`src/rtl/mem_stage.sv`:
```
// MEM stage of the five-stage LoongArch pipeline: latches the EXE bus, waits for the
// data-SRAM response of loads/stores, extends load data and hands the result to WB.
module mem_stage #(
    parameter int ES_TO_MS_BUS_WD = 184,
    parameter int MS_TO_WS_BUS_WD = 172,
    parameter int MS_FORWARD_WD   = 40
) (
    input  logic                       clk,
    input  logic                       resetn,
    input  logic                       ws_allowin,
    output logic                       ms_allowin,
    input  logic                       es_to_ms_valid,
    input  logic [ES_TO_MS_BUS_WD-1:0] es_to_ms_bus,
    output logic                       ms_to_ws_valid,
    output logic [MS_TO_WS_BUS_WD-1:0] ms_to_ws_bus,
    output logic [MS_FORWARD_WD-1:0]   ms_forward,
    output logic                       ms_ex,
    input  logic                       data_sram_data_ok,
    input  logic [31:0]                data_sram_rdata,
    input  logic                       excp_flush,
    input  logic                       ertn_flush
);

    logic                       ms_valid_q;
    logic                       ms_valid_d;
    logic [ES_TO_MS_BUS_WD-1:0] bus_q;
    logic [ES_TO_MS_BUS_WD-1:0] bus_d;
    logic                       buf_valid_q;
    logic                       buf_valid_d;
    logic [31:0]                buf_data_q;
    logic [31:0]                buf_data_d;
    logic                       cancel_q;
    logic                       cancel_d;

    logic [31:0] pc_s;
    logic [31:0] alu_result_s;
    logic [4:0]  dest_s;
    logic        gr_we_s;
    logic        res_from_mem_s;
    logic        res_from_csr_s;
    logic        st_h_s;
    logic        st_b_s;
    logic        st_w_s;
    logic        ld_hu_s;
    logic        ld_h_s;
    logic        ld_bu_s;
    logic        ld_b_s;
    logic        ld_w_s;
    logic        mem_we_s;
    logic [1:0]  addr_s;
    logic [3:0]  mul_div_op_s;
    logic        mul_div_sign_s;
    logic        excp_s;
    logic [15:0] excp_num_s;
    logic        csr_we_s;
    logic [13:0] csr_num_s;
    logic [31:0] csr_wmask_s;
    logic [31:0] csr_wdata_s;

    logic        flush_s;
    logic        mem_access_s;
    logic        wait_data_s;
    logic        resp_s;
    logic        ms_ready_go_s;
    logic        leave_s;
    logic [31:0] mem_rdata_s;
    logic [31:0] load_value_s;
    logic [31:0] final_result_s;
    logic        load_pending_s;
    logic        unused_s;

    // Byte/half lane select and extension of a returned load word.
    function automatic logic [31:0] load_extend(
        input logic [31:0] rdata,
        input logic [1:0]  addr,
        input logic        ld_b,
        input logic        ld_bu,
        input logic        ld_h,
        input logic        ld_hu
    );
        logic [7:0]  byte_v;
        logic [15:0] half_v;
        case (addr)
            2'd0:    byte_v = rdata[7:0];
            2'd1:    byte_v = rdata[15:8];
            2'd2:    byte_v = rdata[23:16];
            2'd3:    byte_v = rdata[31:24];
            default: byte_v = rdata[7:0];
        endcase
        half_v = addr[1] ? rdata[31:16] : rdata[15:0];
        if (ld_b) begin
            load_extend = {{24{byte_v[7]}}, byte_v};
        end else if (ld_bu) begin
            load_extend = {24'd0, byte_v};
        end else if (ld_h) begin
            load_extend = {{16{half_v[15]}}, half_v};
        end else if (ld_hu) begin
            load_extend = {16'd0, half_v};
        end else begin
            load_extend = rdata;
        end
    endfunction

    assign pc_s           = bus_q[31:0];
    assign alu_result_s   = bus_q[63:32];
    assign dest_s         = bus_q[68:64];
    assign gr_we_s        = bus_q[69];
    assign res_from_mem_s = bus_q[70];
    assign res_from_csr_s = bus_q[71];
    assign st_h_s         = bus_q[72];
    assign st_b_s         = bus_q[73];
    assign st_w_s         = bus_q[74];
    assign ld_hu_s        = bus_q[75];
    assign ld_h_s         = bus_q[76];
    assign ld_bu_s        = bus_q[77];
    assign ld_b_s         = bus_q[78];
    assign ld_w_s         = bus_q[79];
    assign mem_we_s       = bus_q[80];
    assign addr_s         = bus_q[82:81];
    assign mul_div_op_s   = bus_q[86:83];
    assign mul_div_sign_s = bus_q[87];
    assign excp_s         = bus_q[88];
    assign excp_num_s     = bus_q[104:89];
    assign csr_we_s       = bus_q[105];
    assign csr_num_s      = bus_q[119:106];
    assign csr_wmask_s    = bus_q[151:120];
    assign csr_wdata_s    = bus_q[183:152];

    // Store size and word-load flags are consumed by EXE and the SRAM, not here.
    assign unused_s = ^{st_h_s, st_b_s, st_w_s, ld_w_s};

    assign flush_s       = excp_flush | ertn_flush;
    assign mem_access_s  = res_from_mem_s | mem_we_s;
    assign wait_data_s   = ms_valid_q & mem_access_s & ~excp_s;
    assign resp_s        = data_sram_data_ok & ~cancel_q;
    assign ms_ready_go_s = ~wait_data_s | buf_valid_q | resp_s;
    assign ms_allowin    = ~ms_valid_q | (ms_ready_go_s & ws_allowin);
    assign ms_to_ws_valid = ms_valid_q & ms_ready_go_s;
    assign leave_s       = ms_to_ws_valid & ws_allowin;

    assign mem_rdata_s    = buf_valid_q ? buf_data_q : data_sram_rdata;
    assign load_value_s   = load_extend(mem_rdata_s, addr_s, ld_b_s, ld_bu_s, ld_h_s, ld_hu_s);
    assign final_result_s = res_from_mem_s ? load_value_s : alu_result_s;
    assign load_pending_s = ms_valid_q & res_from_mem_s & ~ms_ready_go_s;

    assign ms_ex = ms_valid_q & excp_s;

    assign ms_to_ws_bus = {mul_div_sign_s, mul_div_op_s, csr_wdata_s, csr_wmask_s,
                           csr_num_s, csr_we_s, excp_num_s, excp_s, res_from_csr_s,
                           gr_we_s, dest_s, final_result_s, pc_s};

    assign ms_forward = {load_pending_s, final_result_s, dest_s, gr_we_s, ms_valid_q};

    // Next-state for the valid bit and the latched EXE bus.
    always_comb begin
        ms_valid_d = ms_valid_q;
        bus_d      = bus_q;
        if (flush_s) begin
            ms_valid_d = 1'b0;
        end else if (ms_allowin) begin
            ms_valid_d = es_to_ms_valid;
        end else begin
            ms_valid_d = ms_valid_q;
        end
        if (es_to_ms_valid & ms_allowin) begin
            bus_d = es_to_ms_bus;
        end else begin
            bus_d = bus_q;
        end
    end

    // Next-state for the read-data buffer and the orphan-response cancel flag.
    always_comb begin
        buf_valid_d = buf_valid_q;
        buf_data_d  = buf_data_q;
        cancel_d    = cancel_q;
        if (flush_s | leave_s) begin
            buf_valid_d = 1'b0;
        end else if (resp_s & wait_data_s & ~buf_valid_q & ~ws_allowin) begin
            buf_valid_d = 1'b1;
            buf_data_d  = data_sram_rdata;
        end else begin
            buf_valid_d = buf_valid_q;
        end
        // A response arriving with the flush belongs to the flushed instruction.
        if (cancel_q) begin
            cancel_d = flush_s | ~data_sram_data_ok;
        end else begin
            cancel_d = flush_s & wait_data_s & ~buf_valid_q & ~data_sram_data_ok;
        end
    end

    // State registers.
    always_ff @(posedge clk or negedge resetn) begin
        if (!resetn) begin
            ms_valid_q  <= 1'b0;
            bus_q       <= '0;
            buf_valid_q <= 1'b0;
            buf_data_q  <= 32'd0;
            cancel_q    <= 1'b0;
        end else begin
            ms_valid_q  <= ms_valid_d;
            bus_q       <= bus_d;
            buf_valid_q <= buf_valid_d;
            buf_data_q  <= buf_data_d;
            cancel_q    <= cancel_d;
        end
    end

    // A response with nothing waiting for it means core and SRAM lost step.
    assert property (@(posedge clk) disable iff (!resetn)
        data_sram_data_ok |-> (ms_valid_q | cancel_q));

endmodule
```
`config.mk`:
```
export PLATFORM = sky130hd
export DESIGN_NAME = mem_stage
export DESIGN_NICKNAME = d
export VERILOG_FILES = /design/src/rtl/mem_stage.sv
export SDC_FILE = /design/constraint.sdc
export NUM_CORES = 1
export LEC_CHECK = 0
export ABC_AREA = 1
export BUFFER_PORTS_ARGS = -buffer_cell sky130_fd_sc_hd__clkbuf_2
export CELL_PAD_IN_SITES_DETAIL_PLACEMENT = 1
export CELL_PAD_IN_SITES_GLOBAL_PLACEMENT = 2
export CORE_MARGIN = 2
export CORE_UTILIZATION = 27
export DETAILED_ROUTE_END_ITERATION = 16
export PLACE_DENSITY = 0.91
export SYNTH_ARGS = -nofsm -noshare
export SYNTH_HDL_FRONTEND = slang
export SYNTH_SLANG_ARGS = --single-unit
```
`constraint.sdc`:
```
create_clock -name clk -period 2.3 [get_ports clk]
set_input_delay 0.46 -clock clk [delete_from_list [all_inputs] [get_ports clk]]
set_output_delay 0.46 -clock clk [all_outputs]
set_load 0.05 [all_outputs]
```
### Word level (Yosys, flattened, before mapping)

Index checks and enable logic that the tools add are counted.

| storage, ports and cells | value |
|---|---|
| flip-flop bits (word level) | 219 |

| cells by class | value |
|---|---|
| equality and inequality tests | 3 |
| muxes and demuxes | 13 |
| bitwise operators | 32 |
| reductions and logical operators | 4 |

Operators with widths:

| kind | count |
|---|---|
| 32-bit 2-to-1 mux | 6 |
| 8-bit case mux with 4 select lines | 1 |
| 1-bit AND | 16 |
| 16-bit 2-to-1 mux | 1 |
| 1-bit NOT | 9 |
| 1-bit bitwise OR | 7 |
| 1-bit 2-to-1 mux | 5 |
| 2-bit == test (second input constant) | 2 |
| 2-bit nonzero test | 2 |
| 2-bit by 1-bit == test with 1-bit output (second input constant) | 1 |
| 2-bit zero test | 1 |
| 2-bit AND reduction | 1 |

### Depth between registers and ports, before layout

Gate-level depths: netlist of the first run.

| depth | value |
|---|---|
| depth in word-level cells | 11 |
| gate-level depth with buffers | 14 |
| depth with buffers taken out | 11 |

### Least setup slack after synthesis of the first run

No wires, ideal clock.

| timing | value |
|---|---|
| kind | flip-flop to output port |
| start | register bus_q[82] |
| end | output port ms_to_ws_bus[39] |
| arrival time | 2.726 ns |
| required time | 1.840 ns |
| slack | -0.886 ns |
| stages on the path, launching flop included | 9 |
| cell sequence | dfrtp_1 -> clkbuf_1 -> nand2_1 -> clkbuf_1 -> nand3_1 -> nand3_1 -> nand2_1 -> o21ai_0 -> buf_4 |

| between the ends | value |
|---|---|
| cells in the longest elaborated chain, start to end | 6 |
| elaborated cells on any way between the ends | 11 |
| classes of those cells | 3 x eq/ne; 7 x mux; 1 x reduce/logical |

RTL lines:

| element | RTL line | RTL |
|---|---|---|
| start, declared | 26 | `logic [ES_TO_MS_BUS_WD-1:0] bus_q;` |
| start signal, assigned | 203 | `bus_q <= bus_d;` |
| branches (longest 4 deep; another with 32-bit 2-to-1 mux) | -- |  |
| 32-bit 2-to-1 mux * | 91 | `if (ld_b) begin` |
| 32-bit 2-to-1 mux * | 143 | `assign final_result_s = res_from_mem_s ? load_value_s : alu_result_s;` |
| end, declared | 15 | `output logic [MS_TO_WS_BUS_WD-1:0] ms_to_ws_bus,` |

Every way passes the cells marked *.

### Worst setup path after layout of the first run

| timing | value |
|---|---|
| start | register buf_valid_q |
| end | output port ms_forward[9] |

| between the ends | value |
|---|---|
| cells in the longest elaborated chain, start to end | 7 |
| elaborated cells on any way between the ends | 8 |
| classes of those cells | 8 x mux |

RTL lines:

| element | RTL line | RTL |
|---|---|---|
| start, declared | 28 | `logic buf_valid_q;` |
| start signal, assigned | 204 | `buf_valid_q <= buf_valid_d;` |
| 32-bit 2-to-1 mux * | 141 | `assign mem_rdata_s = buf_valid_q ? buf_data_q : data_sram_rdata;` |
| 16-bit 2-to-1 mux | 90 | `half_v = addr[1] ? rdata[31:16] : rdata[15:0];` |
| 32-bit 2-to-1 mux | 97 | `end else if (ld_hu) begin` |
| 32-bit 2-to-1 mux | 95 | `end else if (ld_h) begin` |
| 32-bit 2-to-1 mux | 93 | `end else if (ld_bu) begin` |
| 32-bit 2-to-1 mux * | 91 |  |
| 32-bit 2-to-1 mux * | 143 |  |
| end, declared | 16 | `output logic [MS_FORWARD_WD-1:0] ms_forward,` |

Every way passes the cells marked *; elsewhere a longest branch is shown, timed or not.

==> results of run 1 <==
[Yosys cell counts, drive strengths merged]
cell type / instances / area (um2)
nand2: 658 / 2477
or2: 8 / 50.05
nor3: 2 / 15.01
nor2: 10 / 37.54
clkbuf: 34 / 127.6
nand3: 214 / 1071
buf: 238 / 1698
a21oi: 10 / 50.05
dfrtp: 215 / 5380
o21a: 2 / 15.01
o211ai: 1 / 7.510
o21ai: 68 / 340.3
inv: 53 / 198.9
nand4: 3 / 18.77
[logic make-up after synthesis]
group,after synthesis,synth area share (%)
AO/OA/AOI/OAI,81,3.594
buffers and inverters,325,17.62
flip-flops,215,46.84
AND/OR/NAND/NOR,895,31.95
[worst max path at each step]
stage	start	endpoint	slack, ns	cells after the start
after floorplan	bus_q[82]	ms_to_ws_bus[39]	-0.04	8
after CTS	buf_valid_q	ms_to_ws_bus[57]	-0.64	13
after global routing	buf_valid_q	ms_to_ws_bus[34]	-0.74	11
after global placement	buf_valid_q	ms_forward[18]	-0.14	8
after detailed placement	buf_valid_q	ms_forward[18]	-0.11	9
final	buf_valid_q	ms_forward[9]	-0.64	11
[layer usage]
layer  routed length, um  vias to the layer above
met5                  41                        -
met4                1289                        6
met3                3183                       69
met2               24250                      351
met1               17530                     5364
li1                    -                     5179
[power groups by stage]
stage	logic, W	registers (W)	clock network [W]
6_report	0.00486	0.00443	0.00415
5_1_grt	0.00514	0.00448	0.00443
4_1_cts	0.00453	0.00442	0.00427
3_5_place_dp	0.00416	0.00448	0
3_3_place_gp	0.00410	0.00446	0
2_1_floorplan	0.00333	0.00440	0
[critical path, cell delays in order (launching register included)]
cell and delay [ns]:
dfrtp_2 0.55, clkbuf_16 0.22, buf_4 0.12, nand2_1 0.06, o21ai_1 0.12, buf_4 0.17
buf_4 0.12, nand2_1 0.05, nand3_1 0.07, nand3_1 0.09, nand2_2 0.18, buf_8 0.17
[sequential cells by signal, indices dropped and copies added, names as in the netlist]
| signal | flops |
|---|---|
| buf_data_q | 32 |
| buf_valid_q | 1 |
| bus_q | 180 |
| cancel_q | 1 |
| ms_valid_q | 1 |
[repair_timing]
| action | 4_1_cts | 5_1_grt |
|---|---|---|
| hold buffers | 1 | 0 |
| setup endpoints to repair | 91 | 81 |
| gates cloned | 2 | 13 |
| pin swaps | 0 | 25 |
| setup buffers | 0 | 14 |
| resized for setup | 152 | 173 |
| endpoints found under the hold margin | 45 | 0 |
[metrics by stage]
stage | setup WS, ns | hold slack [ns] | instances | TNS, ns
after CTS | -0.6388 | 0.1107 | 2345 | -34.85
after detailed placement | -0.1135 | 0.4158 | 2296 | -1.817
after global placement | -0.1413 | 0.4159 | 2296 | -0.8613
final | -0.6396 | 0.1430 | 2372 | -35.81
after floorplan | -0.03654 | 0.1644 | 1516 | -0.03654
after global routing | -0.7359 | 0.1251 | 2372 | -45.62
[area by class of cell]
cell class | instances | share of cell area, %
tap | 539 | 4.194
sequential | 215 | 33.46
clock inverter | 6 | 0.5135
antenna | 1 | 0.01556
clock buffer | 40 | 4.692
multi-input combinational | 977 | 28.86
inverter | 53 | 1.284
timing repair buffer | 541 | 26.98
==> results.sh, run 1 <==
export IMPL_die_x_um=210.3
export IMPL_hold_depth=3
export IMPL_cp_start_kind="flip-flop"
export IMPL_reg2reg_depth=14
export IMPL_place_area_um2=13660
export IMPL_fin_nets=2037
export IMPL_met2_usage_pct=35.19
export IMPL_swShare_pct=38.69
export IMPL_max_slew_worst_pin_slew_ns=0.5713
export IMPL_grt_usage_pct=19.21
export IMPL_reg2reg_to="bus_q[82]"
export IMPL_grt_max_degree=68
export IMPL_vias_per_cell=4.624
export IMPL_cp_arrival_ns=2.48
export IMPL_busiest_layer="met2"
export IMPL_yosysSeqAreaShare_pct=46.84
export IMPL_syn_nets=1739
export IMPL_p_per_area_nw_per_um2=835.8
export IMPL_root_buffer="clkbuf_16"
export IMPL_hold_path_end="bus_q[43]"
export IMPL_synth_distinct_cells=21
export IMPL_gp_congestion=0.8466
export IMPL_cts_tree="yes"
export IMPL_endpoint_kind="primary output"
export IMPL_netlist_area_um2=11490
export IMPL_finalCriticalPeriod_ns=2.940
export IMPL_final_cell_mix="nand2_1 (589), clkbuf_2 (364), dfrtp_1 (214)"
export IMPL_worst_setup_path_type="reg2out"
export IMPL_die_h_um=210.3
export IMPL_fin_worst_skew_ns=0.01304
export IMPL_utilization_pct=38.34
export IMPL_required_ns=1.84
export IMPL_p_comb_share_pct=36.2
export IMPL_vias=10970
export IMPL_slew_violations=0
export IMPL_drt_total_wl_mm=46.30
export IMPL_ant_nets=0
export IMPL_rows=75
export IMPL_synth_cells=1516
export IMPL_grt_use_met3_pct=4.991
export IMPL_max_freq_mhz=340.2
export IMPL_fillers=5001
export IMPL_r2r_setup_slack_ns=0.09
export IMPL_yosysWarningCount=0
export IMPL_overflow=0
export IMPL_stdcell_area_um2=16080
export IMPL_multi_input_area_um2=4641
export IMPL_drive_above_1_share_pct=37.66
export IMPL_p_leak_nw=8.819
export IMPL_intPower_w=0.008241
export IMPL_dp_final_hpwl_mm=31.68
export IMPL_finalHoldViolCount=0
export IMPL_core_um2=41950
export IMPL_power_frac_seq_pct=32.9
export IMPL_cts_sinks=215
export IMPL_io_buffers=433
export IMPL_route_detailed_drc=0
export IMPL_worstHoldPathType="in2reg"
export IMPL_dr_pass1_iters=5
export IMPL_period_share_pct=127.8
export IMPL_clk_path_buf_depth=3
export IMPL_setup_viol=67
export IMPL_io_pins=438
export IMPL_min_from="es_to_ms_bus[43]"
export IMPL_p_sw_w=0.005200
export IMPL_avgSynthCellArea_um2=7.577
export IMPL_outcome="finished, violations left"
export IMPL_clock_power_share_pct=30.9
export IMPL_path_max_fanout=7
export IMPL_area_delta_synth_final_pct=40.00
export IMPL_use_met1_pct=21.79
export IMPL_htreeDepth=1
export IMPL_antenna_found_initial=4
export IMPL_r2r_start="buf_valid_q"
export IMPL_initial_core_util_pct=27.39
export IMPL_drt_iter0_drc=561
export IMPL_setup_ws_ns=-0.6396
export IMPL_finalPower_w=0.01344
export IMPL_grt_pass1_wl_mm=66.06
export IMPL_avgRoutedWirePerCell_um=19.52
export IMPL_final_common_cell="nand2_1"
export IMPL_rsz0062_at_grt="yes"
export IMPL_seqCellArea_um2=5381
export IMPL_violations="setup timing"
export IMPL_ys_seq_elements=215
export IMPL_numCtsBuffers=26
export IMPL_max_cap_viol_count=0
export IMPL_slew_headroom_pct=61.91
export IMPL_clkTransAtPathRegs_ns=0.06
export IMPL_dieArea_um2=44210
export IMPL_irDropWorstVdd_v=0.0005928
export IMPL_clock_latency_ns=0.54
export IMPL_grt_pass1_vias=11470
Note: power is estimated with default switching activity, not from simulation.
==> run 2: changes to the inputs <==
--- a/config.mk
+++ b/config.mk
@@ -11,6 +11,7 @@
 export CELL_PAD_IN_SITES_GLOBAL_PLACEMENT = 2
 export CORE_MARGIN = 2
 export CORE_UTILIZATION = 27
+export CTS_CLUSTER_DIAMETER = 100
 export DETAILED_ROUTE_END_ITERATION = 16
 export PLACE_DENSITY = 0.91
 export SYNTH_ARGS = -nofsm -noshare
==> constraint.sdc (replaced) <==
create_clock -name clk -period 3.25 [get_ports clk]
set_input_delay 0.65 -clock clk [delete_from_list [all_inputs] [get_ports clk]]
set_output_delay 0.65 -clock clk [all_outputs]
set_load 0.05 [all_outputs]
==> run 2 against run 1 <==
Effect of this change:
- the flow now finishes without violations
- critical path depth decreased by 4
- via count decreased by 5.1%
- core utilization decreased by 5.1 points
- sequential power decreased by 29%
- first-iteration DRC count decreased by 4.3%
- die area unchanged
- design area decreased by 13%
- critical path type unchanged
- total power decreased by 35%
- final cell count decreased by 3.0%
- clock skew decreased by 0.00085 ns
- clock-buffer cell count unchanged
- clock power decreased by 30%
==> results.sh, run 2 (synthesis gave the netlist of run 1 again) <==
export IMPL_outcome="completed"
export IMPL_drive_above_1_share_pct=30.19
export IMPL_die_x_um=210.3
export IMPL_utilization_pct=33.27
export IMPL_vias=10410
export IMPL_place_inst=2253
export IMPL_fin_nets=1967
export IMPL_dieArea_um2=44210
export IMPL_fin_worst_skew_ns=0.01219
export IMPL_area_delta_synth_final_pct=21.48
export IMPL_vias_per_cell=4.523
export IMPL_max_slew_worst_pin_slew_ns=0.8410
export IMPL_numCtsBuffers=27
export IMPL_slew_headroom_pct=43.94
export IMPL_worstHoldPathType="in2async"
export IMPL_whs_ns=0.1503
export IMPL_grt_usage_pct=18.30
export IMPL_max_freq_mhz=318.1
export IMPL_cts_tree="yes"
export IMPL_tns_ns=0
export IMPL_grt_use_met3_pct=5.036
export IMPL_final_common_cell="nand2_1"
export IMPL_final_cell_mix="nand2_1 (652), clkbuf_2 (387), nand3_1 (213), dfrtp_1 (213), o21ai_0 (59)"
export IMPL_io_buffers=433
export IMPL_gp_congestion=0.8782
export IMPL_io_pins=438
export IMPL_antenna_found_initial=3
export IMPL_swShare_pct=38.99
export IMPL_dp_final_hpwl_mm=30.35
export IMPL_endpoint_kind="primary output"
export IMPL_clkTransAtPathRegs_ns=0.06
export IMPL_hold_buffers=0
export IMPL_p_leak_nw=7.955
export IMPL_setup_viol=0
export IMPL_rows=75
export IMPL_die_h_um=210.3
export IMPL_cp_arrival_ns=2.49
export IMPL_worst_setup_path_type="reg2out"
export IMPL_irDropWorstVdd_v=0.0003693
export IMPL_overflow=0
export IMPL_met2_usage_pct=32.11
export IMPL_clock_latency_ns=0.54
export IMPL_grt_max_degree=110
export IMPL_reg2reg_depth=11
export IMPL_seqCellArea_um2=5383
export IMPL_r2r_setup_slack_ns=0.81
export IMPL_intPower_w=0.005356
export IMPL_p_comb_share_pct=31.1
export IMPL_finalPower_w=0.008779
export IMPL_avgRoutedWirePerCell_um=17.79
export IMPL_period_share_pct=96.73
export IMPL_core_um2=41950
export IMPL_fin_cells=2301
export IMPL_finalHoldViolCount=0
export IMPL_clock_power_share_pct=33.2
export IMPL_regMostFlops="bus_q"
export IMPL_ant_nets=0
export IMPL_largest_reg_flops=180
export IMPL_htreeDepth=1
export IMPL_slew_violations=0
export IMPL_p_sw_w=0.003423
export IMPL_dr_pass1_iters=4
export IMPL_fillers=5178
export IMPL_route_detailed_drc=0
export IMPL_n_antenna_cell=0
export IMPL_rsz0062_at_grt="no"
export IMPL_drt_iter0_drc=537
export IMPL_grt_pass1_vias=11070
export IMPL_p_per_area_nw_per_um2=629.1
export IMPL_cp_start_kind="flip-flop"
export IMPL_path_max_fanout=31
export IMPL_top_regs="bus_q (180), buf_data_q (32)"
export IMPL_grt_pass1_wl_mm=63.17
export IMPL_max_cap_viol_count=0
export IMPL_multi_input_area_um2=4121
export IMPL_clk_path_buf_depth=3
export IMPL_busiest_layer="met2"
export IMPL_required_ns=2.60
export IMPL_power_frac_seq_pct=35.7
export IMPL_drt_total_wl_mm=40.94
export IMPL_root_buffer="clkbuf_16"
export IMPL_use_met1_pct=21.83
export IMPL_initial_core_util_pct=27.39
export IMPL_finalCriticalPeriod_ns=3.144
export IMPL_cts_sinks=215
-- run 2: changes by cell type in the layout (fill, tap and decap cells not counted), moves of 16 or more --
cell	delta
o21ai_0	+16
nand2_4	-39
buf_6	-18
nand2_2	-25
buf_8	-42
clkbuf_2	+23
buf_12	-19
clkbuf_4	+25
nand2_1	+63
clkbuf_16	-20
-- run 2: per-layer routing --
layer,wire (um),up-vias
met4,1024,6
met5,39,-
met2,20200,331
met3,2989,58
met1,16680,4990
li1,-,5022
-- run 2: area by class of cell --
| type | instances | area share, % |
|---|---|---|
| timing repair buffer | 471 | 19.48 |
| inverter | 53 | 1.453 |
| clock buffer | 40 | 5.622 |
| multi-input combinational | 976 | 29.53 |
| tap | 539 | 4.833 |
| clock inverter | 7 | 0.5021 |
| sequential | 215 | 38.57 |
-- run 2: critical path, cell delays in order, from the launching register on --
cell and delay [ns]:
dfrtp_2 0.44, bufbuf_16 0.32, o21ai_0 0.44, a21oi_1 0.12, nand4_1 0.10, nand3_1 0.08, nand2_1 0.16, clkbuf_2 0.31
-- run 2: final timing paths --
path                                    end        startpoint
max                        ms_to_ws_bus[33]       buf_valid_q
min                          buf_data_q[14]            resetn
max reg2reg                      bus_q[121]       buf_valid_q
min reg2reg                      bus_q[152]        bus_q[152]
max in group asynchronous        bus_q[154]            resetn
min in group clk                  bus_q[69]  es_to_ms_bus[69]
-- run 2: per-stage QoR --
step                instance area, um2  setup slack (ns)
floorplan                        11490            0.3129
detailed placement               12910            0.3686
CTS                              13870          0.006933
global placement                 12910            0.3864
global route                     13950          0.005406
finish                           13950            0.1064
-- run 2: power groups by stage --
stage	registers, W	clock network, W	logic (W)
5_1_grt	0.00317	0.00313	0.00293
3_5_place_dp	0.00317	0	0.00270
4_1_cts	0.00313	0.00302	0.00273
2_1_floorplan	0.00311	0	0.00229
3_3_place_gp	0.00316	0	0.00267
6_report	0.00313	0.00292	0.00273
-- run 2: repair_timing --
| action | in CTS | in global routing |
|---|---|---|
| cloned | 1 | 0 |
| resized for setup | 32 | 69 |
| setup buffers | 0 | 0 |
| setup endpoints to repair | 48 | 58 |
